[src/rtl/spi_responder_pkg.sv]
// Shared constants and helpers for the SPI responder: bit-index type,
// frame-length limits and the wire-order to data-bit mapping.
package spi_responder_pkg;

   localparam int IDX_W = 5;

   typedef logic [IDX_W-1:0] bit_idx_t;

   // Index of the final wire bit in a narrow (8-bit) and a wide (32-bit) frame
   localparam bit_idx_t LAST_NARROW = 5'd7;
   localparam bit_idx_t LAST_WIDE   = 5'd31;

   // Bytes travel least-significant first, bits inside a byte MSB first:
   // wire bit k carries data bit 8*(k/8) + 7 - (k%8).
   function automatic bit_idx_t wire_to_data(input bit_idx_t k);
      return {k[4:3], ~k[2:0]};
   endfunction

endpackage

[src/rtl/spi_edge_sync.sv]
// Multi-stage synchroniser for one asynchronous input, with single-cycle
// rise/fall pulses derived from the last two synchronised samples.
module spi_edge_sync #(
   parameter int   STAGES  = 2,
   parameter logic RST_VAL = 1'b0
) (
   input  logic clk,
   input  logic rst,
   input  logic async_i,
   output logic level_o,
   output logic rise_o,
   output logic fall_o
);

   logic [STAGES-1:0] sync_q;
   logic              prev_q;

   // Shift the raw input through the synchroniser and keep one older sample
   always_ff @(posedge clk) begin
      if (!rst) begin
         sync_q <= {STAGES{RST_VAL}};
         prev_q <= RST_VAL;
      end else begin
         sync_q <= {sync_q[STAGES-2:0], async_i};
         prev_q <= sync_q[STAGES-1];
      end
   end

   assign level_o = sync_q[STAGES-1];
   assign rise_o  = sync_q[STAGES-1] & ~prev_q;
   assign fall_o  = ~sync_q[STAGES-1] & prev_q;

endmodule

[src/rtl/spi_responder.sv]
// SPI mode-0 target: oversamples SCLK/MOSI/nSS, shifts a host-loaded word
// out on MISO and hands each received byte/word to the host with rxrdy/rxack.
// MISO idles high so it can be ANDed with other MISO sources on the bus.
module spi_responder
   import spi_responder_pkg::*;
#(
   parameter int          SYNC_STAGES = 2,
   parameter logic [31:0] IDLE_WORD   = 32'hFFFF_FFFF
) (
   input  logic        clk,
   input  logic        rst,
   input  logic        SCLK,
   input  logic        MOSI,
   input  logic        nSS,
   output logic        MISO,
   input  logic        wide,
   input  logic [31:0] txdata,
   input  logic        txwr,
   output logic        txempty,
   output logic [31:0] rxdata,
   output logic        rxrdy,
   input  logic        rxack,
   output logic        ovr,
   output logic        udr,
   input  logic        clr,
   output logic        busy
);

   logic sclk_lvl, sclk_rise, sclk_fall;
   logic mosi_lvl, mosi_rise, mosi_fall;
   logic ss_lvl, ss_rise, ss_fall;
   logic unused_mosi_edges;

   spi_edge_sync #(.STAGES(SYNC_STAGES), .RST_VAL(1'b0)) u_sync_sclk (
      .clk(clk), .rst(rst), .async_i(SCLK),
      .level_o(sclk_lvl), .rise_o(sclk_rise), .fall_o(sclk_fall));

   spi_edge_sync #(.STAGES(SYNC_STAGES), .RST_VAL(1'b0)) u_sync_mosi (
      .clk(clk), .rst(rst), .async_i(MOSI),
      .level_o(mosi_lvl), .rise_o(mosi_rise), .fall_o(mosi_fall));

   spi_edge_sync #(.STAGES(SYNC_STAGES), .RST_VAL(1'b1)) u_sync_nss (
      .clk(clk), .rst(rst), .async_i(nSS),
      .level_o(ss_lvl), .rise_o(ss_rise), .fall_o(ss_fall));

   // MOSI is only sampled as a level; SCLK level is only needed for edges
   assign unused_mosi_edges = mosi_rise ^ mosi_fall ^ sclk_lvl;

   logic        wide_q, wide_d;
   bit_idx_t    cnt_q, cnt_d;
   logic [31:0] tx_shift_q, tx_shift_d;
   logic [31:0] rx_shift_q, rx_shift_d;
   logic [31:0] hold_q, hold_d;
   logic        txempty_q, txempty_d;
   logic [31:0] rxdata_q, rxdata_d;
   logic        rxrdy_q, rxrdy_d;
   logic        ovr_q, ovr_d;
   logic        udr_q, udr_d;
   logic        miso_q, miso_d;
   logic        busy_q, busy_d;
   logic        load_pend_q, load_pend_d;
   logic        load_done_q, load_done_d;

   logic        sel_low, complete, load, ovr_set, udr_set;
   bit_idx_t    last_idx;
   logic [31:0] rx_word;

   // Next-state logic for counter, shifters, holding/RX registers and flags
   always_comb begin
      wide_d      = wide_q;
      cnt_d       = cnt_q;
      tx_shift_d  = tx_shift_q;
      rx_shift_d  = rx_shift_q;
      hold_d      = hold_q;
      txempty_d   = txempty_q;
      rxdata_d    = rxdata_q;
      rxrdy_d     = rxrdy_q;
      miso_d      = miso_q;
      load_pend_d = 1'b0;
      load_done_d = 1'b0;
      complete    = 1'b0;
      load        = 1'b0;
      ovr_set     = 1'b0;
      udr_set     = 1'b0;
      sel_low     = ~ss_lvl;
      busy_d      = ~ss_lvl;
      last_idx    = wide_q ? LAST_WIDE : LAST_NARROW;
      rx_word     = rx_shift_q;
      rx_word[wire_to_data(cnt_q)] = mosi_lvl;

      // Frame start: latch the frame width, restart the bit count, fetch a word
      if (ss_fall) begin
         wide_d = wide;
         cnt_d  = '0;
         load   = 1'b1;
      end

      // Next word of a multi-word frame is fetched the cycle after completion
      if (load_pend_q && sel_low) begin
         load = 1'b1;
      end

      if (sclk_rise && sel_low) begin
         rx_shift_d = rx_word;
         if (cnt_q == last_idx) begin
            cnt_d       = '0;
            complete    = 1'b1;
            load_pend_d = 1'b1;
         end else begin
            cnt_d = cnt_q + bit_idx_t'(1);
         end
      end

      // An empty holding register yields the idle word and flags an underrun
      if (load) begin
         load_done_d = 1'b1;
         txempty_d   = 1'b1;
         if (txempty_q) begin
            tx_shift_d = IDLE_WORD;
            udr_set    = 1'b1;
         end else begin
            tx_shift_d = hold_q;
         end
      end

      // A host write lands after any same-cycle load has used the old content
      if (txwr) begin
         hold_d    = txdata;
         txempty_d = 1'b0;
      end

      if (load_done_q) begin
         miso_d = tx_shift_q[wire_to_data(bit_idx_t'(0))];
      end
      if (sclk_fall && sel_low) begin
         miso_d = tx_shift_q[wire_to_data(cnt_q)];
      end

      // Deselect drops any partial word and releases MISO high
      if (ss_rise) begin
         cnt_d       = '0;
         miso_d      = 1'b1;
         load_pend_d = 1'b0;
      end

      if (complete) begin
         if (!rxrdy_q || rxack) begin
            rxdata_d = wide_q ? rx_word : {24'b0, rx_word[7:0]};
            rxrdy_d  = 1'b1;
         end else begin
            ovr_set = 1'b1;
         end
      end else if (rxack) begin
         rxrdy_d = 1'b0;
      end

      ovr_d = clr ? 1'b0 : ovr_q;
      udr_d = clr ? 1'b0 : udr_q;
      if (ovr_set) ovr_d = 1'b1;
      if (udr_set) udr_d = 1'b1;
   end

   // State registers with synchronous active-low reset
   always_ff @(posedge clk) begin
      if (!rst) begin
         wide_q      <= 1'b0;
         cnt_q       <= '0;
         tx_shift_q  <= IDLE_WORD;
         rx_shift_q  <= IDLE_WORD;
         hold_q      <= '0;
         txempty_q   <= 1'b1;
         rxdata_q    <= '0;
         rxrdy_q     <= 1'b0;
         ovr_q       <= 1'b0;
         udr_q       <= 1'b0;
         miso_q      <= 1'b1;
         busy_q      <= 1'b0;
         load_pend_q <= 1'b0;
         load_done_q <= 1'b0;
      end else begin
         wide_q      <= wide_d;
         cnt_q       <= cnt_d;
         tx_shift_q  <= tx_shift_d;
         rx_shift_q  <= rx_shift_d;
         hold_q      <= hold_d;
         txempty_q   <= txempty_d;
         rxdata_q    <= rxdata_d;
         rxrdy_q     <= rxrdy_d;
         ovr_q       <= ovr_d;
         udr_q       <= udr_d;
         miso_q      <= miso_d;
         busy_q      <= busy_d;
         load_pend_q <= load_pend_d;
         load_done_q <= load_done_d;
      end
   end

   assign MISO    = miso_q;
   assign txempty = txempty_q;
   assign rxdata  = rxdata_q;
   assign rxrdy   = rxrdy_q;
   assign ovr     = ovr_q;
   assign udr     = udr_q;
   assign busy    = busy_q;

endmodule

[config.mk]
export PLATFORM = sky130hd
export DESIGN_NAME = spi_responder
export DESIGN_NICKNAME = d
export VERILOG_FILES = /design/src/rtl/spi_responder_pkg.sv /design/src/rtl/spi_edge_sync.sv /design/src/rtl/spi_responder.sv
export SDC_FILE = /design/constraint.sdc
export NUM_CORES = 1
export LEC_CHECK = 0
export CORE_MARGIN = 8
export CORE_UTILIZATION = 62
export CTS_BUF_LIST = sky130_fd_sc_hd__clkbuf_4 sky130_fd_sc_hd__clkbuf_8
export CTS_CLUSTER_DIAMETER = 30
export DETAILED_ROUTE_END_ITERATION = 8
export GPL_ROUTABILITY_DRIVEN = 1
export PLACE_DENSITY = 0.95
export SKIP_CTS_REPAIR_TIMING = 1
export SLEW_MARGIN = 20
export SYNTH_ARGS = -nofsm -noshare
export SYNTH_HDL_FRONTEND = slang
export SYNTH_SLANG_ARGS = --single-unit
[constraint.sdc]
create_clock -name clk -period 4.8 [get_ports clk]
set_input_delay 0.72 -clock clk [delete_from_list [all_inputs] [get_ports clk]]
set_output_delay 0.72 -clock clk [all_outputs]
set_load 0.02 [all_outputs]
==> impl_metrics.tcl <==
set metrics [dict create \
    path_buf_inv 0 \
    fin_setup_tns_ns 0 \
    die_x_um 117 \
    skew_ns 0.00949 \
    cp_common_cell "nand2_1" \
    cp_slowest_cell "dfxtp_1" \
    ys.flop_type "dfxtp_1" \
    period_share_pct 66.9 \
    clkSinkCount 150 \
    yosys.area.top_type_share_pct 47.5 \
    grt_overflow 0 \
    avgSynthCellArea_um2 8.92 \
    crit_chain "ha_1 -> nand2_1 -> a21oi_1 -> nand3_1 -> nand2_1 -> a21boi_1" \
    cp-end-kind "flip-flop" \
    syn_area_mm2 0.00632 \
    power.total_mw 2.58 \
    yosysSeqAreaShare_pct 47.5 \
    synth-edff-count 0 \
    p_per_area_mw_per_mm2 343 \
    slew_headroom_pct 26.0 \
    die_area_mm2 0.0137 \
    num_vias 5312 \
    hp-class "flip-flop to flip-flop" \
    yosysWarnings 0 \
    vdd_drop_max_mv 0.178 \
    final-hold-violation-count 0 \
    cp.arrival_ns 3.54 \
    cp_data_required_time_ns 5.13 \
    cts_tree "done" \
    die_h_um 117 \
    ant_nets 0 \
    via_per_inst 5.90 \
    rsz0062_at_grt "no" \
    fin_cells 900 \
    dp_hpwl_mm 9.38 \
    worst_pin_slew_ns 1.11 \
    n_antenna_cell 0 \
    status "complete, no violations" \
    grt_pass1_wl_mm 25.7 \
    syn_inst 708 \
    place_ws_ns 1.83 \
    synth_fp_nets 753 \
    setup_viol_count_final 0 \
    layout_min_cycle_time_ns 3.21 \
    fillers 679 \
    synth-seq-cells 150 \
    routedWlPerCell_um 17.6 \
    gp_congestion 0.827 \
    ios 79 \
    worst_path_largest_cell_delay_ns 0.94 \
    leakage_nw 3.11 \
    seqCellArea_mm2 0.00300 \
    track_usage_pct 23.8 \
    max_freq_ghz 0.311 \
    nNetsFinal 797 \
    crit_family "simple AND/OR/NAND/NOR gates" \
    htree_levels 4 \
    setup_ws_ns 1.59 \
    core_mm2 0.0101 \
    ys_types 45 \
    drv_cap 0 \
    finalMaxSlewViolations 0 \
    first_pass_iters 8 \
    critical_path_class "flip-flop to flip-flop" \
    cts_buffer_depth 2 \
    placed_cells 869 \
    synthTopCellsByArea "dfxtp_1 (48%), nand2_1 (9.7%), mux2i_1 (7.8%)" \
    grt_pass1_vias 5321 \
    async_flop_share_pct 0 \
    antenna_found_initial 0 \
    drc 0 \
    grt_max_degree 78 \
    initialDrtViolationCount 588 \
    initial_core_util_pct 62.6 \
    cts_inserted_buffers 17 \
    clkTransAtPathRegs_ns 0.08 \
    io_buffers 78 \
    wl_mm 15.8 \
    std_cell_rows 37 \
    drive_gt1_share_pct 9.69 \
    clkLatencyLatePin_ns 0.45 \
    cp-start-kind "flip-flop" \
    area_growth_pct 18.8 \
    multi_input_area_mm2 0.00305 \
    path_max_fanout 24 \
    yosysTopAreaCell "dfxtp_1" \
    cts_root_buffer "clkbuf_8" \
]
flip-flops by register name, summed over array words and instances (netlist names), 2 cells and up:
signal / cells
cnt_q: 5
hold_q: 32
rx_shift_q: 32
rxdata: 32
tx_shift_q: 32
u_sync_mosi.sync_q: 2
u_sync_nss.sync_q: 2
u_sync_sclk.sync_q: 2
synth_stat cells, types with 3 or more instances:
cell type and number:
a21oi_1 5, nand2_1 163, nor2_1 27, buf_2 5
buf_6 4, and3b_1 3, and3_1 4, inv_1 6
and2_1 8, o211a_1 8, o211ai_1 11, nor3_1 3
nor2b_1 34, a21boi_1 24, dfxtp_1 150, ha_1 4
clkbuf_1 45, mux2i_1 49, nand3b_1 3, o21ai_0 12
mux2_2 30, nand3_1 74, nand2b_1 6
routing by layer:
| layer | part of all wire, % | GRT usage (%) |
|---|---|---|
| met5 | 0 | 0 |
| met4 | 2.9 | 11.5 |
| met3 | 7.6 | 6.05 |
| met2 | 49 | 40.2 |
| met1 | 40 | 27.5 |
cell usage in the layout (no fill, tap or decap), types with 2 or more instances in the layout:
cell             count
dfxtp_1            150
nor2b_1             34
bufinv_16            5
nand2_1            163
nor3_1               3
nor2_1              26
buf_2                2
buf_4                4
o211a_1              8
nand2b_1             6
mux2i_1             49
clkdlybuf4s50_1     76
o21ai_0             12
clkinv_2             5
a21oi_1              5
clkbuf_8            20
a21boi_1            24
ha_1                 4
nor3b_1              2
a311o_1              2
inv_1                6
and2_1               8
a221oi_1             2
mux4_2               2
mux2_2              30
o211ai_1            11
nand3b_1             3
a22oi_1              2
nand3_1             74
and3b_1              3
and3_1               4
a21boi_0             2
report_power, final:
part           switching (mW)  internal, mW  leakage [nW]  total (mW)
Combinational          0.0718        0.0766          1.65       0.148
Clock                   0.462         0.659         0.239        1.12
Sequential             0.0279          1.28          1.22        1.31
Total                   0.562          2.02          3.11        2.58
worst register-to-register path, cell delays in order (launching register included):
cell	delay [ns]
dfxtp_1	0.94
ha_1	0.53
nand2_1	0.18
a21oi_1	0.31
nand3_1	0.72
nand2_1	0.33
a21boi_1	0.09
cells by family (layout without fill, tap and decap cells):
group | after synthesis | after routing | synth area share, %
mux | 82 | 82 | 14.1
fa+ha+maj | 4 | 4 | 0.792
compound gates | 78 | 78 | 9.03
flops | 150 | 150 | 47.5
buf+inv | 63 | 119 | 4.38
simple gates | 331 | 331 | 24.2
stage by stage:
step                util (%)  cell area, um2  hold slack [ns]
floorplan                  -            6320            0.386
global placement        69.8            7040            0.394
detailed placement      69.8            7040            0.391
CTS                     74.3            7500            0.408
global route            74.4            7510            0.451
finish                  74.4            7510            0.408
cell type report:
cell class / instances / area share [%]
repair buffers: 82 / 10.7
clock buffers: 21 / 3.77
clock inverters: 10 / 2.33
flip-flops and latches: 150 / 40.0
inverters: 6 / 0.300
multi-input cells: 495 / 40.7
well taps: 136 / 2.27
final timing paths:
check / startpoint / end / slack [ns] / cells past startpoint
worst min-delay path: u_sync_nss.sync_q[0]$_SDFF_PN1_ / u_sync_nss.sync_q[1]$_SDFF_PN1_ / 0.41 / 1
worst min register to register: u_sync_nss.sync_q[0]$_SDFF_PN1_ / u_sync_nss.sync_q[1]$_SDFF_PN1_ / 0.41 / 1
worst max-delay path: cnt_q[1]$_SDFFE_PP0P_ / rxdata[16]$_SDFFE_PN0P_ / 1.59 / 6
worst max register to register: cnt_q[1]$_SDFFE_PP0P_ / rxdata[16]$_SDFFE_PN0P_ / 1.59 / 6
No activity file was read; power rests on OpenSTA's default activity.
